`config.mk`:
```
export PLATFORM = sky130hd
export DESIGN_NAME = axi4rd2axilrd_flat
export DESIGN_NICKNAME = d
export VERILOG_FILES = /design/src/rtl/axi4rd2axilrd_if.sv /design/src/rtl/axi4rd2axilrd.sv /design/src/flat_wrapper.sv
export SDC_FILE = /design/constraint.sdc
export NUM_CORES = 1
export LEC_CHECK = 0
export ABC_AREA = 0
export BUFFER_PORTS_ARGS = -buffer_cell sky130_fd_sc_hd__clkbuf_2
export CORE_UTILIZATION = 34
export DETAILED_ROUTE_END_ITERATION = 6
export MAX_ROUTING_LAYER = met4
export SKIP_CTS_REPAIR_TIMING = 1
export SLEW_MARGIN = 20
export SYNTH_ARGS = -nofsm -noshare
export SYNTH_HDL_FRONTEND = slang
export SYNTH_SLANG_ARGS = --single-unit
```
`constraint.sdc`:
```
create_clock -name i_clk -period 4.71 [get_ports i_clk]
set_input_delay 0.471 -clock i_clk [delete_from_list [all_inputs] [get_ports i_clk]]
set_output_delay 0.471 -clock i_clk [all_outputs]
set_load 0.005 [all_outputs]
```
`src/rtl/axi4rd2axilrd_if.sv`:
```
// Bus bundle for the AXI4 read burst slave port and the AXI-lite read master port.
interface axi4rd2axilrd_if #(
    parameter int unsigned AW = 28,
    parameter int unsigned IW = 4
);
    localparam int unsigned DW = 32;

    // full AXI4 read slave side
    logic [IW-1:0] axi_arid;
    logic [AW-1:0] axi_araddr;
    logic [7:0]    axi_arlen;
    logic [2:0]    axi_arsize;
    logic [1:0]    axi_arburst;
    logic [3:0]    axi_arcache;
    logic [2:0]    axi_arprot;
    logic          axi_arvalid;
    logic          axi_arready;
    logic [IW-1:0] axi_rid;
    logic [DW-1:0] axi_rdata;
    logic [1:0]    axi_rresp;
    logic          axi_rlast;
    logic          axi_rvalid;
    logic          axi_rready;

    // AXI-lite read master side
    logic [AW-1:0] axil_araddr;
    logic [3:0]    axil_arcache;
    logic [2:0]    axil_arprot;
    logic          axil_arvalid;
    logic          axil_arready;
    logic [DW-1:0] axil_rdata;
    logic [1:0]    axil_rresp;
    logic          axil_rvalid;
    logic          axil_rready;

    // view of the converter itself
    modport slave (
        input  axi_arid, axi_araddr, axi_arlen, axi_arsize, axi_arburst,
               axi_arcache, axi_arprot, axi_arvalid, axi_rready,
               axil_arready, axil_rdata, axil_rresp, axil_rvalid,
        output axi_arready, axi_rid, axi_rdata, axi_rresp, axi_rlast, axi_rvalid,
               axil_araddr, axil_arcache, axil_arprot, axil_arvalid, axil_rready
    );

    // view of the surrounding environment (burst master plus lite slave)
    modport master (
        output axi_arid, axi_araddr, axi_arlen, axi_arsize, axi_arburst,
               axi_arcache, axi_arprot, axi_arvalid, axi_rready,
               axil_arready, axil_rdata, axil_rresp, axil_rvalid,
        input  axi_arready, axi_rid, axi_rdata, axi_rresp, axi_rlast, axi_rvalid,
               axil_araddr, axil_arcache, axil_arprot, axil_arvalid, axil_rready
    );
endinterface

```
`src/rtl/axi4rd2axilrd.sv`:
```
// Splits one AXI4 read burst at a time into single-beat AXI-lite reads and
// re-attaches ID/RLAST on the returning data.
module axi4rd2axilrd #(
    parameter int unsigned C_AXI_ADDR_WIDTH = 28,
    parameter int unsigned C_AXI_ID_WIDTH   = 4
) (
    input logic            i_clk,
    input logic            i_axi_reset_n,
    axi4rd2axilrd_if.slave bus
);
    localparam int unsigned AW = C_AXI_ADDR_WIDTH;
    localparam int unsigned IW = C_AXI_ID_WIDTH;
    localparam int unsigned CW = 9;

    typedef enum logic {IDLE = 1'b0, BUSY = 1'b1} state_t;

    state_t        r_busy;
    state_t        busy_nxt;
    logic [IW-1:0] r_id;
    logic [7:0]    r_len;
    logic [1:0]    r_burst;
    logic [3:0]    r_cache;
    logic [2:0]    r_prot;
    logic [2:0]    r_step;
    logic [CW-1:0] r_issued;
    logic [CW-1:0] r_returned;
    logic [AW-1:0] r_araddr;
    logic          r_arvalid;

    logic          ar_hs_c;
    logic          lar_hs_c;
    logic          r_hs_c;
    logic          rlast_c;
    logic [2:0]    step_new_c;
    logic [AW-1:0] step_mask_c;
    logic [AW-1:0] aligned_c;
    logic [10:0]   wrap_bytes_c;
    logic [AW-1:0] wrap_mask_c;
    logic [AW-1:0] next_addr_c;

    assign ar_hs_c  = (r_busy == IDLE) && bus.axi_arvalid;
    assign lar_hs_c = r_arvalid && bus.axil_arready;
    assign rlast_c  = ({1'b0, r_len} == r_returned);
    assign r_hs_c   = (r_busy == BUSY) && bus.axil_rvalid && bus.axi_rready;

    // bytes per beat, sizes above a word are clamped to a word
    always_comb begin
        step_new_c = 3'd4;
        if (bus.axi_arsize == 3'd0)
            step_new_c = 3'd1;
        else if (bus.axi_arsize == 3'd1)
            step_new_c = 3'd2;
    end

    // next lite beat address for the captured burst type
    always_comb begin
        step_mask_c  = AW'(r_step) - AW'(1);
        aligned_c    = r_araddr & ~step_mask_c;
        wrap_bytes_c = 11'(({3'b000, r_len} + 11'd1) * {8'd0, r_step});
        wrap_mask_c  = AW'(wrap_bytes_c - 11'd1);
        next_addr_c  = aligned_c + AW'(r_step);
        case (r_burst)
            2'b00:   next_addr_c = r_araddr;
            2'b10:   next_addr_c = (r_araddr & ~wrap_mask_c) |
                                   ((aligned_c + AW'(r_step)) & wrap_mask_c);
            default: next_addr_c = aligned_c + AW'(r_step);
        endcase
    end

    // state register
    always_ff @(posedge i_clk or negedge i_axi_reset_n) begin
        if (!i_axi_reset_n)
            r_busy <= IDLE;
        else
            r_busy <= busy_nxt;
    end

    // next state: leave IDLE on AR accept, return on the last R handshake
    always_comb begin
        busy_nxt = r_busy;
        case (r_busy)
            IDLE: if (bus.axi_arvalid) busy_nxt = BUSY;
            BUSY: if (r_hs_c && rlast_c) busy_nxt = IDLE;
        endcase
    end

    // burst capture, lite AR issue and beat counters
    always_ff @(posedge i_clk or negedge i_axi_reset_n) begin
        if (!i_axi_reset_n) begin
            r_id       <= '0;
            r_len      <= '0;
            r_burst    <= '0;
            r_cache    <= '0;
            r_prot     <= '0;
            r_step     <= 3'd1;
            r_issued   <= '0;
            r_returned <= '0;
            r_araddr   <= '0;
            r_arvalid  <= 1'b0;
        end else if (ar_hs_c) begin
            r_id       <= bus.axi_arid;
            r_len      <= bus.axi_arlen;
            r_burst    <= bus.axi_arburst;
            r_cache    <= bus.axi_arcache;
            r_prot     <= bus.axi_arprot;
            r_step     <= step_new_c;
            r_issued   <= '0;
            r_returned <= '0;
            r_araddr   <= bus.axi_araddr;
            r_arvalid  <= 1'b1;
        end else begin
            if (lar_hs_c) begin
                r_issued <= r_issued + CW'(1);
                if (r_issued == {1'b0, r_len})
                    r_arvalid <= 1'b0;
                else
                    r_araddr <= next_addr_c;
            end
            if (r_hs_c)
                r_returned <= r_returned + CW'(1);
        end
    end

    assign bus.axi_arready  = (r_busy == IDLE);
    assign bus.axi_rid      = r_id;
    assign bus.axi_rdata    = bus.axil_rdata;
    assign bus.axi_rresp    = bus.axil_rresp;
    assign bus.axi_rlast    = rlast_c;
    assign bus.axi_rvalid   = (r_busy == BUSY) && bus.axil_rvalid;
    assign bus.axil_rready  = (r_busy == BUSY) && bus.axi_rready;
    assign bus.axil_araddr  = r_araddr;
    assign bus.axil_arcache = r_cache;
    assign bus.axil_arprot  = r_prot;
    assign bus.axil_arvalid = r_arvalid;
endmodule

```
`src/flat_wrapper.sv`:
```
// flat-port wrapper written by rule: the top's interface ports become plain ports
module axi4rd2axilrd_flat 
#(
    parameter int unsigned C_AXI_ADDR_WIDTH = 28,
    parameter int unsigned C_AXI_ID_WIDTH   = 4
)
  (i_clk, i_axi_reset_n, bus_axi_arid, bus_axi_araddr, bus_axi_arlen, bus_axi_arsize, bus_axi_arburst, bus_axi_arcache, bus_axi_arprot, bus_axi_arvalid, bus_axi_rready, bus_axil_arready, bus_axil_rdata, bus_axil_rresp, bus_axil_rvalid, bus_axi_arready, bus_axi_rid, bus_axi_rdata, bus_axi_rresp, bus_axi_rlast, bus_axi_rvalid, bus_axil_araddr, bus_axil_arcache, bus_axil_arprot, bus_axil_arvalid, bus_axil_rready);
  axi4rd2axilrd_if #(.AW((28)), .IW((4))) bus_i ();
  input logic i_clk;
  input logic i_axi_reset_n;
  input wire logic [$bits(bus_i.axi_arid)-1:0] bus_axi_arid;
  input wire logic [$bits(bus_i.axi_araddr)-1:0] bus_axi_araddr;
  input wire logic [$bits(bus_i.axi_arlen)-1:0] bus_axi_arlen;
  input wire logic [$bits(bus_i.axi_arsize)-1:0] bus_axi_arsize;
  input wire logic [$bits(bus_i.axi_arburst)-1:0] bus_axi_arburst;
  input wire logic [$bits(bus_i.axi_arcache)-1:0] bus_axi_arcache;
  input wire logic [$bits(bus_i.axi_arprot)-1:0] bus_axi_arprot;
  input wire logic [$bits(bus_i.axi_arvalid)-1:0] bus_axi_arvalid;
  input wire logic [$bits(bus_i.axi_rready)-1:0] bus_axi_rready;
  input wire logic [$bits(bus_i.axil_arready)-1:0] bus_axil_arready;
  input wire logic [$bits(bus_i.axil_rdata)-1:0] bus_axil_rdata;
  input wire logic [$bits(bus_i.axil_rresp)-1:0] bus_axil_rresp;
  input wire logic [$bits(bus_i.axil_rvalid)-1:0] bus_axil_rvalid;
  output wire logic [$bits(bus_i.axi_arready)-1:0] bus_axi_arready;
  output wire logic [$bits(bus_i.axi_rid)-1:0] bus_axi_rid;
  output wire logic [$bits(bus_i.axi_rdata)-1:0] bus_axi_rdata;
  output wire logic [$bits(bus_i.axi_rresp)-1:0] bus_axi_rresp;
  output wire logic [$bits(bus_i.axi_rlast)-1:0] bus_axi_rlast;
  output wire logic [$bits(bus_i.axi_rvalid)-1:0] bus_axi_rvalid;
  output wire logic [$bits(bus_i.axil_araddr)-1:0] bus_axil_araddr;
  output wire logic [$bits(bus_i.axil_arcache)-1:0] bus_axil_arcache;
  output wire logic [$bits(bus_i.axil_arprot)-1:0] bus_axil_arprot;
  output wire logic [$bits(bus_i.axil_arvalid)-1:0] bus_axil_arvalid;
  output wire logic [$bits(bus_i.axil_rready)-1:0] bus_axil_rready;
  assign bus_i.axi_arid = bus_axi_arid;
  assign bus_i.axi_araddr = bus_axi_araddr;
  assign bus_i.axi_arlen = bus_axi_arlen;
  assign bus_i.axi_arsize = bus_axi_arsize;
  assign bus_i.axi_arburst = bus_axi_arburst;
  assign bus_i.axi_arcache = bus_axi_arcache;
  assign bus_i.axi_arprot = bus_axi_arprot;
  assign bus_i.axi_arvalid = bus_axi_arvalid;
  assign bus_i.axi_rready = bus_axi_rready;
  assign bus_i.axil_arready = bus_axil_arready;
  assign bus_i.axil_rdata = bus_axil_rdata;
  assign bus_i.axil_rresp = bus_axil_rresp;
  assign bus_i.axil_rvalid = bus_axil_rvalid;
  assign bus_axi_arready = bus_i.axi_arready;
  assign bus_axi_rid = bus_i.axi_rid;
  assign bus_axi_rdata = bus_i.axi_rdata;
  assign bus_axi_rresp = bus_i.axi_rresp;
  assign bus_axi_rlast = bus_i.axi_rlast;
  assign bus_axi_rvalid = bus_i.axi_rvalid;
  assign bus_axil_araddr = bus_i.axil_araddr;
  assign bus_axil_arcache = bus_i.axil_arcache;
  assign bus_axil_arprot = bus_i.axil_arprot;
  assign bus_axil_arvalid = bus_i.axil_arvalid;
  assign bus_axil_rready = bus_i.axil_rready;
  axi4rd2axilrd #(.C_AXI_ADDR_WIDTH(C_AXI_ADDR_WIDTH), .C_AXI_ID_WIDTH(C_AXI_ID_WIDTH)) u_core (.i_clk(i_clk), .i_axi_reset_n(i_axi_reset_n), .bus(bus_i));
endmodule
```
## After elaboration in Yosys (flattened, before gate mapping)

Cells that the tools add are included.

| word-level totals | value |
|---|---|
| bits in registers | 72 |
| bits of input ports | 92 |
| output and inout bits | 78 |
| logic and storage cells | 60 |

| operators by class | value |
|---|---|
| $add $sub $neg | 6 |
| $mul | 1 |
| equality and inequality tests | 6 |
| multiplexer cells | 16 |
| bitwise gates (word level) | 7 |
| reductions and logical operators | 13 |

Operators with widths:

| operator | count |
|---|---|
| AND 28 bit | 3 |
| two-way mux 28 bit | 3 |
| inverter 28 bit | 2 |
| case mux 28 bit (2 select lines) | 1 |
| two-way mux 9 bit | 4 |
| adder 28 x 3 -> 28 bit | 1 |
| bitwise OR 28 bit | 1 |
| adder 9 x 1 -> 9 bit (second input constant) | 2 |
| subtractor 11 x 1 -> 12 bit (second input constant) | 1 |
| multiplier 11 x 3 -> 11 bit | 1 |
| adder 8 x 1 -> 9 bit (second input constant) | 1 |
| == test 8 x 9 -> 1 bit | 1 |
| == test 9 x 8 -> 1 bit | 1 |
| logical AND 1 bit | 6 |
| two-way mux 3 bit | 2 |
| nonzero test 2 bit | 3 |
| two-way mux 1 bit | 5 |
| inequality test 2 x 1 -> 1 bit (second input constant) | 2 |
| subtractor 3 x 1 -> 4 bit (second input constant) | 1 |
| == test 3 x 1 -> 1 bit (second input constant) | 1 |
| zero test 3 bit | 1 |
| AND reduction 3 bit | 1 |
| == test 2 bit (second input constant) | 1 |
| zero test 2 bit | 1 |
| other kinds (3) | 3 |

## Depth between registers and ports, before layout

| depth | value |
|---|---|
| depth in word-level cells | 10 |
| gate-level depth with buffers | 18 |
| depth with buffers taken out | 14 |

## Least setup slack after synthesis

OpenSTA, ideal clock, no wires.

| timing | value |
|---|---|
| kind | flip-flop to flip-flop |
| start point | register u_core.r_len[2] |
| end point | register with a tool-made name |
| library setup time | 0.082 ns |
| data arrival time | 4.174 ns |
| required time | 4.628 ns |
| setup slack | 0.454 ns |
| cell stages (with the launch flop) | 18 |
| buffers on the path | 3 |
| clock period less this slack | 4.256 ns |
| cells stage by stage | dfrtp_1 > clkbuf_1 > and4_1 > nand4_1 > xnor2_1 > nand2_1 > fa_1 > inv_1 > ha_1 > buf_6 > nor2b_4 > a221o_1 > a211oi_4 > o211ai_2 > o31a_1 > buf_6 > or4_1 > a31oi_1 |

RTL lines:

| item | RTL line | text |
|---|---|---|
| from (decl) | axi4rd2axilrd.sv:20 | `logic [7:0] r_len;` |
| from (signal assigned) | axi4rd2axilrd.sv:102 | `r_len <= bus.axi_arlen;` |

==> flow_summary_export.csv <==
group,metric,value,unit
worst_setup_path,crit_arrival,4.69,ns
logic_synthesis,yosys.area_share.simple,27.66,%
power,power_frac_seq,26.9,%
global_routing,grtUsageTotal,19.20,%
hold_path,min_path_type,"in2async",
logic_synthesis,syn-num-nets,828,
clocking,clock_latency,0.35,ns
logic_synthesis,yosys.area.top_type_share,31.37,%
placed_design,placed_cell_area,6127,sq um
global_routing,busiest_layer,"met2",
power,switching_share,46.97,%
clocking,cts_tree,"yes",
cells_and_area,final_cells,982,
worst_setup_path,worst_setup_path_start_kind,"flop",
cells_and_area,finalInstanceArea,6469,sq um
sta,worst_slack,0.2945,ns
floorplan,die_w,131.1,um
power,comb_power_share,57.8,%
routing,ant_nets,0,
power,internal-power,2.481,mW
worst_setup_path,end_kind,"flop",
routing,drt-initial-drc-count,337,
clocking,htree_num_levels,3,
routing,wirelength,15.48,mm
power,max-vdd-ir-drop,0.2949,mV
logic_synthesis,yosysTopAreaCell,"dfrtp_1",
logic_synthesis,netlist_instances,712,
logic_synthesis,synthAdderAreaFrac,6.363,%
routing,first_pass_iters,5,
sta,max_slew_margin,35.86,%
logic_synthesis,synthTopCellsByArea,"dfrtp_1 31%, nand2_1 9.0%, xnor2_1 4.8%",
logic_synthesis,synth_commonest_cells,"136 x nand2_1, 71 x dfrtp_1, 56 x nor2_1",
global_routing,grt_pass1_vias,4875,
cells_and_area,layout-drive-gt1-share,20.63,%
clocking,clkSinkCount,72,
power,leakage,2.904,nW
worst_setup_path,path_max_fanout,10,
worst_setup_path,r2r_cells,15,
sta,finalCritPeriodShare,93.75,%
sta,fmax,0.2265,GHz
global_routing,overflow,0,
worst_setup_path,required,4.99,ns
clocking,cts.clk_slew.worst_paths,0.06,ns
worst_setup_path,critical_path_cell_count,15,
logic_synthesis,yosys_warnings,0,
sta,rsz0062_at_grt,"false",
worst_setup_path,r2r_setup_slack,0.29,ns
worst_setup_path,r2r-start,"u_core.r_len[2]",
sta,fin_worst_skew,0.009082,ns
logic_synthesis,synthMuxAreaShare,0.7070,%
global_routing,grt_start_max_net_pins,73,
sta,slew_violations,0,
floorplan,num_rows,46,
worst_setup_path,cp.buffers_inverters,2,
sta,tns,0,ns
routing,drc,0,
placed_design,gp_congestion,0.8195,
cells_and_area,final_nets,877,
logic_synthesis,synth_edf_count,0,
global_routing,grt_pass1_wl,24.88,mm
clocking,cts_root_buf,"clkbuf_16",
power,clockPowerShare,15.3,%
floorplan,start_util,35.27,%
worst_setup_path,cp_top_family,"compound AO/OA/AOI/OAI gates",
worst_setup_path,cp_slowest_cell,"o31ai_2",
placed_design,dp.cells,966,
floorplan,coreArea,16060,sq um
cells_and_area,syn_to_final_growth,14.23,%
logic_synthesis,synth_area,5663,sq um
routing,detail_route.wl_per_cell,15.76,um
cells_and_area,antenna_cells,0,
logic_synthesis,synth_sequential_area_ratio,31.84,%
flow_run,drv_cap,0,
worst_setup_path,worstPathCellList,"and4_1 > nand4_1 > xnor2_1 > nand2_1 > fa_1 > inv_1 > ha_1 > nor4b_1 > a2111oi_1 > o311a_2 > o211ai_2 > o31ai_2 > buf_4 > nand4b_1 > a31oi_1",
logic_synthesis,synth_cell_type_count,67,
run_status,status,"finished clean",
sta,finalSetupViolations,0,
logic_synthesis,synth_seq_cells,72,
global_routing,grtUsageMet2,29.66,%
placed_design,place_hpwl,11.23,mm
power,powerDensity,723.3,nW/um^2
logic_synthesis,synth_compound_area_share,16.90,%
logic_synthesis,yosysMostFrequentCell,"nand2_1",
clocking,numCtsBuffers,9,
logic_synthesis,synthFlopType,"dfrtp_1",
global_routing,gr-usage-met3,4.140,%
worst_setup_path,path_class,"reg2reg",
clocking,clk_path_buf_depth,2,
logic_synthesis,synth_top_family_by_area,"simple AND/OR/NAND/NOR gates",
floorplan,die-area,17180,sq um
sta,min_period,4.415,ns
sta,hold_viol,0,
routing,via_count,5209,
floorplan,io_pins,170,
floorplan,die_h,131.1,um
worst_setup_path,cpPeakStageDelay,0.66,ns
power,switchingPower,2.197,mW
logic_synthesis,syn-mean-instance-area,7.954,sq um
global_routing,grt_util_met1,25.26,%
routing,vias_per_cell,5.304,
global_routing,antenna_found_initial,0,
placed_design,pre_cts_slack,0.1651,ns
placed_design,portBuffers,101,
logic_synthesis,synth_async_sr_flop_share,100.0,%
sta,tightest_slew,0.9621,ns
logic_synthesis,synth_xor_area_share,7.114,%
## layer usage
layer  vias up  wire length (um)  share of wire [%]
met5         -                 0                  0
met4         0               169                1.1
met3        13               762                4.9
met2       144              7020                 45
met1      2481              7525                 49
li1       2571                 -                  -
## placed cells by master, fill, tap and decap left out, types with 10 or more instances in the layout
cell type	n
a21oi_1	30
a31oi_1	15
and2_1	13
and3_1	14
buf_4	17
clkbuf_2	100
dfrtp_1	68
ha_1	15
inv_1	21
nand2_1	135
nand3_1	20
nand4_1	23
nor2_1	56
nor3_1	12
o21ai_0	28
o31ai_1	10
xnor2_1	30
xor2_1	15
## stage by stage
stage | utilization [%] | hold slack [ns] | power, mW
floorplan | - | 0.1754 | 3.187
global placement | 38.16 | 0.4594 | 3.884
detailed placement | 38.16 | 0.4657 | 3.905
CTS | 40.05 | 0.2942 | 4.651
global route | 40.28 | 0.3035 | 5.113
finish | 40.28 | 0.2815 | 4.679
## logic make-up after synthesis
kind of cell             count (synthesis)
AND/OR/NAND/NOR                        327
AO/OA/AOI/OAI                          139
buffers and inverters                  100
flip-flops                              72
XOR/XNOR                                46
adder cells (fa/ha/maj)                 24
multiplexers                             4
## how the worst max path moves through the flow
stage	from	to	slack, ns
final	u_core.r_len[2]	flop	0.29
after global routing	u_core.r_len[2]	flop	0.01
after CTS	u_core.r_len[2]	flop	0.11
after detailed placement	u_core.r_len[2]	flop	0.17
after global placement	u_core.r_len[4]	flop	0.26
after floorplan	u_core.r_len[2]	flop	0.45
## layout make-up
cell class                      count  area [sq um]
Inverter                           21         78.83
Tap cell                          216         270.3
Timing Repair Buffer              117         628.1
Clock buffer                        9         225.2
Sequential cell                    72          1807
Clock inverter                      7         78.83
Multi-Input combinational cell    540          3381
Fill cell                        1675          9589
## power groups by stage
stage,sequential [mW],combinational (mW),clock (mW)
4_1_cts,1.25,2.67,0.733
3_5_place_dp,1.25,2.65,0
2_1_floorplan,1.10,2.08,0
3_3_place_gp,1.26,2.63,0
5_1_grt,1.30,3.05,0.757
6_report,1.26,2.70,0.717
(Power assumes the default switching activity.)
